<file path="src/rtl/tilelink_ul_master_adapter.sv">
// tilelink_ul_master_adapter
// Single-outstanding TileLink-UL master. Converts a host request/response
// handshake into A-channel Get/PutFullData/PutPartialData and collects the
// matching D-channel AccessAck/AccessAckData. Each transaction carries a
// rolling source ID; D beats with a foreign source are dropped as stale.
// Optional D-wait timeout is enabled by defining TL_MASTER_TIMEOUT_EN.
`timescale 1ns/1ps

module tilelink_ul_master_adapter #(
  parameter int TL_ADDR_WIDTH   = 64,
  parameter int TL_DATA_WIDTH   = 64,
  parameter int TL_STRB_WIDTH   = TL_DATA_WIDTH / 8,
  parameter int TL_SOURCE_WIDTH = 3,
  parameter int TL_SINK_WIDTH   = 3,
  parameter int TL_OPCODE_WIDTH = 3,
  parameter int TL_PARAM_WIDTH  = 3,
  parameter int TL_SIZE_WIDTH   = 8,
  parameter int TIMEOUT_CYCLES  = 1024
) (
  input  logic                       clk,
  input  logic                       reset,
  // host request
  input  logic                       req_valid,
  output logic                       req_ready,
  input  logic                       req_we,
  input  logic [TL_ADDR_WIDTH-1:0]   req_addr,
  input  logic [TL_DATA_WIDTH-1:0]   req_wdata,
  input  logic [TL_STRB_WIDTH-1:0]   req_wmask,
  // host response
  output logic                       rsp_valid,
  input  logic                       rsp_ready,
  output logic [TL_DATA_WIDTH-1:0]   rsp_rdata,
  output logic                       rsp_error,
  output logic                       rsp_timeout,
  // A channel
  output logic                       a_valid,
  output logic [TL_OPCODE_WIDTH-1:0] a_opcode,
  output logic [TL_PARAM_WIDTH-1:0]  a_param,
  output logic [TL_ADDR_WIDTH-1:0]   a_address,
  output logic [TL_SIZE_WIDTH-1:0]   a_size,
  output logic [TL_STRB_WIDTH-1:0]   a_mask,
  output logic [TL_DATA_WIDTH-1:0]   a_data,
  output logic [TL_SOURCE_WIDTH-1:0] a_source,
  input  logic                       a_ready,
  // D channel
  input  logic                       d_valid,
  input  logic [TL_OPCODE_WIDTH-1:0] d_opcode,
  input  logic [TL_PARAM_WIDTH-1:0]  d_param,
  input  logic [TL_SIZE_WIDTH-1:0]   d_size,
  input  logic [TL_SINK_WIDTH-1:0]   d_sink,
  input  logic [TL_SOURCE_WIDTH-1:0] d_source,
  input  logic [TL_DATA_WIDTH-1:0]   d_data,
  input  logic                       d_error,
  output logic                       d_ready,
  output logic                       stale_drop
);

  localparam int OFF = (TL_STRB_WIDTH > 1) ? $clog2(TL_STRB_WIDTH) : 0;
  localparam logic [TL_ADDR_WIDTH-1:0] ADDR_LOW = TL_ADDR_WIDTH'((64'd1 << OFF) - 64'd1);

  localparam logic [TL_OPCODE_WIDTH-1:0] OP_PUT_FULL    = TL_OPCODE_WIDTH'(0);
  localparam logic [TL_OPCODE_WIDTH-1:0] OP_PUT_PARTIAL = TL_OPCODE_WIDTH'(1);
  localparam logic [TL_OPCODE_WIDTH-1:0] OP_GET         = TL_OPCODE_WIDTH'(4);
  localparam logic [TL_OPCODE_WIDTH-1:0] OP_ACK         = TL_OPCODE_WIDTH'(0);
  localparam logic [TL_OPCODE_WIDTH-1:0] OP_ACK_DATA    = TL_OPCODE_WIDTH'(1);

  typedef enum logic [1:0] {
    IDLE   = 2'd0,
    A_SEND = 2'd1,
    D_WAIT = 2'd2,
    RSP    = 2'd3
  } state_t;

  state_t                     state_q, state_d;
  logic [TL_SOURCE_WIDTH-1:0] src_ctr_q;
  logic                       is_get_q;

  logic req_fire;
  logic d_beat;
  logic d_match;
  logic d_stale;
  logic to_hit;

  // Handshakes are qualified by the registered ready/valid outputs so the
  // host never sees a request accepted while req_ready is still low.
  assign req_fire = req_ready && req_valid;
  assign d_beat   = d_ready && d_valid;
  assign d_match  = d_beat && (d_source == a_source);
  assign d_stale  = d_beat && (d_source != a_source);

  // d_param, d_size and d_sink carry nothing this master needs.
  logic unused_inputs;
  assign unused_inputs = (^{d_param, d_size, d_sink}) ^ (TIMEOUT_CYCLES > 0);

`ifdef TL_MASTER_TIMEOUT_EN
  localparam int CNT_W = $clog2(TIMEOUT_CYCLES + 1);
  logic [CNT_W-1:0] to_cnt_q;

  // A matching beat in the limit cycle takes priority over the timeout.
  assign to_hit = d_ready && !d_match && (to_cnt_q == CNT_W'(TIMEOUT_CYCLES - 1));

  // D-wait cycle counter: cleared while the A beat is pending, counts D_WAIT cycles.
  always_ff @(posedge clk or posedge reset) begin
    if (reset) begin
      to_cnt_q <= '0;
    end else if (state_q == A_SEND) begin
      to_cnt_q <= '0;
    end else if (state_q == D_WAIT && !d_match) begin
      to_cnt_q <= to_cnt_q + CNT_W'(1);
    end
  end

  // Timeout flag is latched alongside the rest of the response.
  always_ff @(posedge clk or posedge reset) begin
    if (reset) begin
      rsp_timeout <= 1'b0;
    end else if (d_match) begin
      rsp_timeout <= 1'b0;
    end else if (to_hit) begin
      rsp_timeout <= 1'b1;
    end
  end
`else
  assign to_hit      = 1'b0;
  assign rsp_timeout = 1'b0;
`endif

  // Next-state decode.
  always_comb begin
    state_d = state_q;
    unique case (state_q)
      IDLE:    if (req_fire)          state_d = A_SEND;
      A_SEND:  if (a_ready)           state_d = D_WAIT;
      D_WAIT:  if (d_match || to_hit) state_d = RSP;
      RSP:     if (rsp_ready)         state_d = IDLE;
      default:                        state_d = IDLE;
    endcase
  end

  // State register plus handshake outputs registered from the next state,
  // so they are all low in reset and have no input-to-output path.
  always_ff @(posedge clk or posedge reset) begin
    if (reset) begin
      state_q   <= IDLE;
      req_ready <= 1'b0;
      a_valid   <= 1'b0;
      d_ready   <= 1'b0;
      rsp_valid <= 1'b0;
    end else begin
      state_q   <= state_d;
      req_ready <= (state_d == IDLE);
      a_valid   <= (state_d == A_SEND);
      d_ready   <= (state_d == D_WAIT);
      rsp_valid <= (state_d == RSP);
    end
  end

  // Request capture: A-channel fields are built once and held until a_ready.
  always_ff @(posedge clk or posedge reset) begin
    if (reset) begin
      a_opcode  <= '0;
      a_param   <= '0;
      a_address <= '0;
      a_size    <= '0;
      a_mask    <= '0;
      a_data    <= '0;
      a_source  <= '0;
      src_ctr_q <= '0;
      is_get_q  <= 1'b0;
    end else if (req_fire) begin
      if (!req_we) begin
        a_opcode <= OP_GET;
        a_mask   <= '1;
        a_data   <= '0;
      end else begin
        a_opcode <= (&req_wmask) ? OP_PUT_FULL : OP_PUT_PARTIAL;
        a_mask   <= req_wmask;
        a_data   <= req_wdata;
      end
      a_param   <= '0;
      a_address <= req_addr & ~ADDR_LOW;
      a_size    <= TL_SIZE_WIDTH'(OFF);
      a_source  <= src_ctr_q;
      src_ctr_q <= src_ctr_q + TL_SOURCE_WIDTH'(1);
      is_get_q  <= !req_we;
    end
  end

  // Response capture from the matching D beat (or the timeout).
  always_ff @(posedge clk or posedge reset) begin
    if (reset) begin
      rsp_rdata <= '0;
      rsp_error <= 1'b0;
    end else if (d_match) begin
      if (is_get_q) begin
        rsp_error <= d_error || (d_opcode != OP_ACK_DATA);
        rsp_rdata <= (!d_error && d_opcode == OP_ACK_DATA) ? d_data : '0;
      end else begin
        rsp_error <= d_error || (d_opcode != OP_ACK);
        rsp_rdata <= '0;
      end
    end else if (to_hit) begin
      rsp_error <= 1'b1;
      rsp_rdata <= '0;
    end
  end

  // One-cycle pulse for every discarded D beat.
  always_ff @(posedge clk or posedge reset) begin
    if (reset) begin
      stale_drop <= 1'b0;
    end else begin
      stale_drop <= d_stale;
    end
  end

endmodule

</file>
<file path="config.mk">
export PLATFORM = sky130hd
export DESIGN_NAME = tilelink_ul_master_adapter
export DESIGN_NICKNAME = d
export VERILOG_FILES = /design/src/rtl/tilelink_ul_master_adapter.sv
export SDC_FILE = /design/constraint.sdc
export NUM_CORES = 1
export LEC_CHECK = 0
export BUFFER_PORTS_ARGS = -buffer_cell sky130_fd_sc_hd__buf_2
export CORE_AREA = 2 2 173 175
export DETAILED_ROUTE_END_ITERATION = 10
export DIE_AREA = 0 0 175 177
export PLACE_DENSITY = 0.66
export SYNTH_ARGS = -nofsm -noshare
export SYNTH_HDL_FRONTEND = slang
export SYNTH_SLANG_ARGS = --single-unit
</file>
<file path="constraint.sdc">
create_clock -name clk -period 10.8 [get_ports clk]
set_clock_uncertainty 0.1 [all_clocks]
set_input_delay 0.54 -clock clk [delete_from_list [all_inputs] [get_ports clk]]
set_output_delay 0.54 -clock clk [all_outputs]
set_load 0.005 [all_outputs]
</file>
==> flow_summary.toml <==
[synthesis]
synth_edf_count = 0
synth_area_leaders = "dfrtp_1 (61%), nand2_1 (14%), mux2_1 (5.0%)"
synth_area_leader_cell = "dfrtp_1"
ys_top_cells_by_count = "nand2_1 (333), dfrtp_1 (214), nand3_1 (66)"
async_flop_share = 1.00
syn_inst = 878
avgSynthCellArea_um2 = 10.0
synthDominantCellAreaShare = 0.609
syn_area_um2 = 8800
ys_seq_area_frac = 0.609
post-synth-top-count-cell = "nand2_1"
synth_seq_cells = 214
synth_flop_cell = "dfrtp_1"
yosysUniqueCellTypes = 30
ys_warn_count = 0

[sta]
worst_pin_slew_ns = 1.02
setup_slack_ns = 8.41
final.period_utilization = 0.221
slew_viol_final = 0
rsz0062_at_grt = "no"
fin_crit_ns = 2.39
fin_setup_tns_ns = 0
setup_viol = 0
max_freq_mhz = 419
hold_viol = 0
relSlewSlack = 0.322

[finish]
syn2layout_area_growth_pct = 35.2
diodes = 0
layout-drive-gt1-share = 0.391
nFillCells = 2942
nets = 1495

[detailed_routing]
avgViaCountPerCell = 4.46
drc = 0
drt_first_iter_violations = 268
num_vias = 7468
wl_per_cell_um = 15.2
dr.pass1.iters = 4
antenna_left = 0
wl_um = 25500

[floorplanning]
rows = 63
die_x_um = 175
initial_core_util = 0.301
coreArea_um2 = 29200
dieArea_um2 = 31000
pin_count = 452
die_h_um = 177

[worst_hold_path]
hp-class = "input pin to asynchronous set/reset pin"

[clock_network]
cts-resized-gates = 0
worstSkewPairLatency_ns = 0.51
cts_setup_buffers = 0
root_buffer = "clkbuf_16"
ctsLongestPathBuffers = 3
cts_hold_buf = 0
path_clk_slew_ns = 0.06
h-tree-depth = 1
cts.sinks = 214
cts_tree = "done"
cts_made_buffers = 24

[setup_path]
worstRegToRegCells = 4
end_kind = "flip-flop"
cp_slowest_cell = "buf_4"
path_class = "flip-flop to flip-flop"
slowest_delay_ns = 0.70
worstReg2RegEnd = "rsp_rdata[55]$_DFFE_PP0P_"
cp_cell_sequence = "xor2_1 > nor4_4 > buf_4 > mux2_2"
worstPathArrival_ns = 2.68
startpoint_type = "flip-flop"
worstReg2RegStart = "a_source[1]$_DFFE_PP0P_"
crit_start = "a_source[1]$_DFFE_PP0P_"
cp_max_fo = 65
rrSetupSlack_ns = 8.41
critPathRequiredTime_ns = 11.09

[global_route]
grt_pass1_vias = 7343
grt_max_degree = 95
antenna_found_initial = 2
grt.overflow.total = 0
grt_pass1_wl_um = 39200
grt_util_all_layers = 0.157

[pwr]
total_power_uw = 2820
leakagePower_uw = 0.00711
pwr-share-clk = 0.276
internal_power_uw = 1880
p_sw_uw = 941
swShare = 0.334
p_seq_frac = 0.439
combPwrFrac = 0.285
p_per_area_nw_per_um2 = 237
ir_drop_uv = 148

[placed_design]
gp_congestion = 0.744
dp_slack_ns = 8.14
io_buffers = 420
dp_hpwl_um = 17400

[run]
drv_cap = 0

[run_status]
outcome = "finished clean"
==> cell families (layout without fill, tap and decap cells) <==
| logic type | after synthesis | in the layout | synth area share |
|---|---|---|---|
| AO/OA/AOI/OAI | 16 | 16 | 0.0111 |
| XOR/XNOR | 5 | 5 | 0.00498 |
| adder cells (fa/ha/maj) | 1 | 1 | 0.00142 |
| buffers and inverters | 87 | 480 | 0.0481 |
| flip-flops | 214 | 214 | 0.609 |
| multiplexers | 67 | 67 | 0.0858 |
| other | 1 | 14 | 0.000426 |
| AND/OR/NAND/NOR | 487 | 487 | 0.240 |
==> worst max-delay path, delay by kind of cell, from the launching register on <==
family	cells	cell delay, ns
DFF	1	0.42
muxes	1	0.42
and+or+nand+nor	1	0.32
xor gates and xnor gates	1	0.23
buffers and inverters	1	0.70
==> through the flow <==
stage / hold slack (ns) / area [um^2] / util / std cells
floorplan: 0.345 / 8850 / - / 891
global placement: 0.345 / 11100 / 0.381 / 1630
detailed placement: 0.350 / 11100 / 0.381 / 1630
CTS: 0.0137 / 11900 / 0.407 / 1674
global route: 0.0482 / 11900 / 0.407 / 1674
finish: 0.0133 / 11900 / 0.407 / 1674
==> metal layers <==
| layer | global-route usage | vias to the layer above | share of wire |
|---|---|---|---|
| met5 | 0 | - | 0.00027 |
| met2 | 0.274 | 314 | 0.48 |
| li1 | - | 3592 | - |
| met3 | 0.0481 | 41 | 0.090 |
| met1 | 0.191 | 3519 | 0.41 |
| met4 | 0.0368 | 2 | 0.018 |
==> layout make-up <==
class	count	area, um^2	area share
Timing Repair Buffer	427	2150	0.181
Clock buffer	32	692	0.0582
Sequential cell	214	5360	0.450
Multi-Input combinational cell	590	3090	0.260
Tap cell	390	488	0.0410
Clock inverter	12	72.6	0.00610
Inverter	9	41.3	0.00347
==> flip-flops by register name (all words and copies together), names as in the netlist, 2 cells and up <==
name and flops:
a_data 64, state_q 2, a_address 61, a_opcode 2
rsp_rdata 64, a_source 3, src_ctr_q 3, a_mask 8
==> worst max path at each step <==
stage	end	slack, ns	cells past startpoint
after CTS	a_mask[1]$_DFFE_PP0P_	8.37	3
final	rsp_rdata[55]$_DFFE_PP0P_	8.41	4
after detailed placement	a_mask[1]$_DFFE_PP0P_	8.14	4
after floorplan	a_address[10]$_DFFE_PP0P_	4.31	1
after global placement	a_mask[3]$_DFFE_PP0P_	8.19	4
after global routing	a_data[58]$_DFFE_PP0P_	8.21	4
==> power by group through the flow <==
stage | Combinational, uW | Clock, uW | Sequential, uW
final | 802 | 779 | 1240
after global routing | 918 | 846 | 1280
after CTS | 826 | 810 | 1240
after detailed placement | 828 | 0 | 1250
after global placement | 814 | 0 | 1230
after floorplan | 375 | 0 | 1260
==> placed cells by master (no fill, tap or decap), types with 2 or more instances in the layout <==
cell type,count
a31oi_1,8
and3_1,64
buf_2,420
buf_4,7
clkbuf_1,3
clkbuf_16,25
clkbuf_8,4
clkinv_2,8
clkinvlp_4,2
conb_1,14
dfrtp_1,214
inv_1,8
mux2_1,39
mux2_2,28
nand2_1,332
nand2b_1,2
nand3_1,66
nand4_1,2
nor2_1,12
o21ai_0,5
xnor2_1,2
xor2_1,3
No activity file was read; power rests on OpenSTA's default activity.
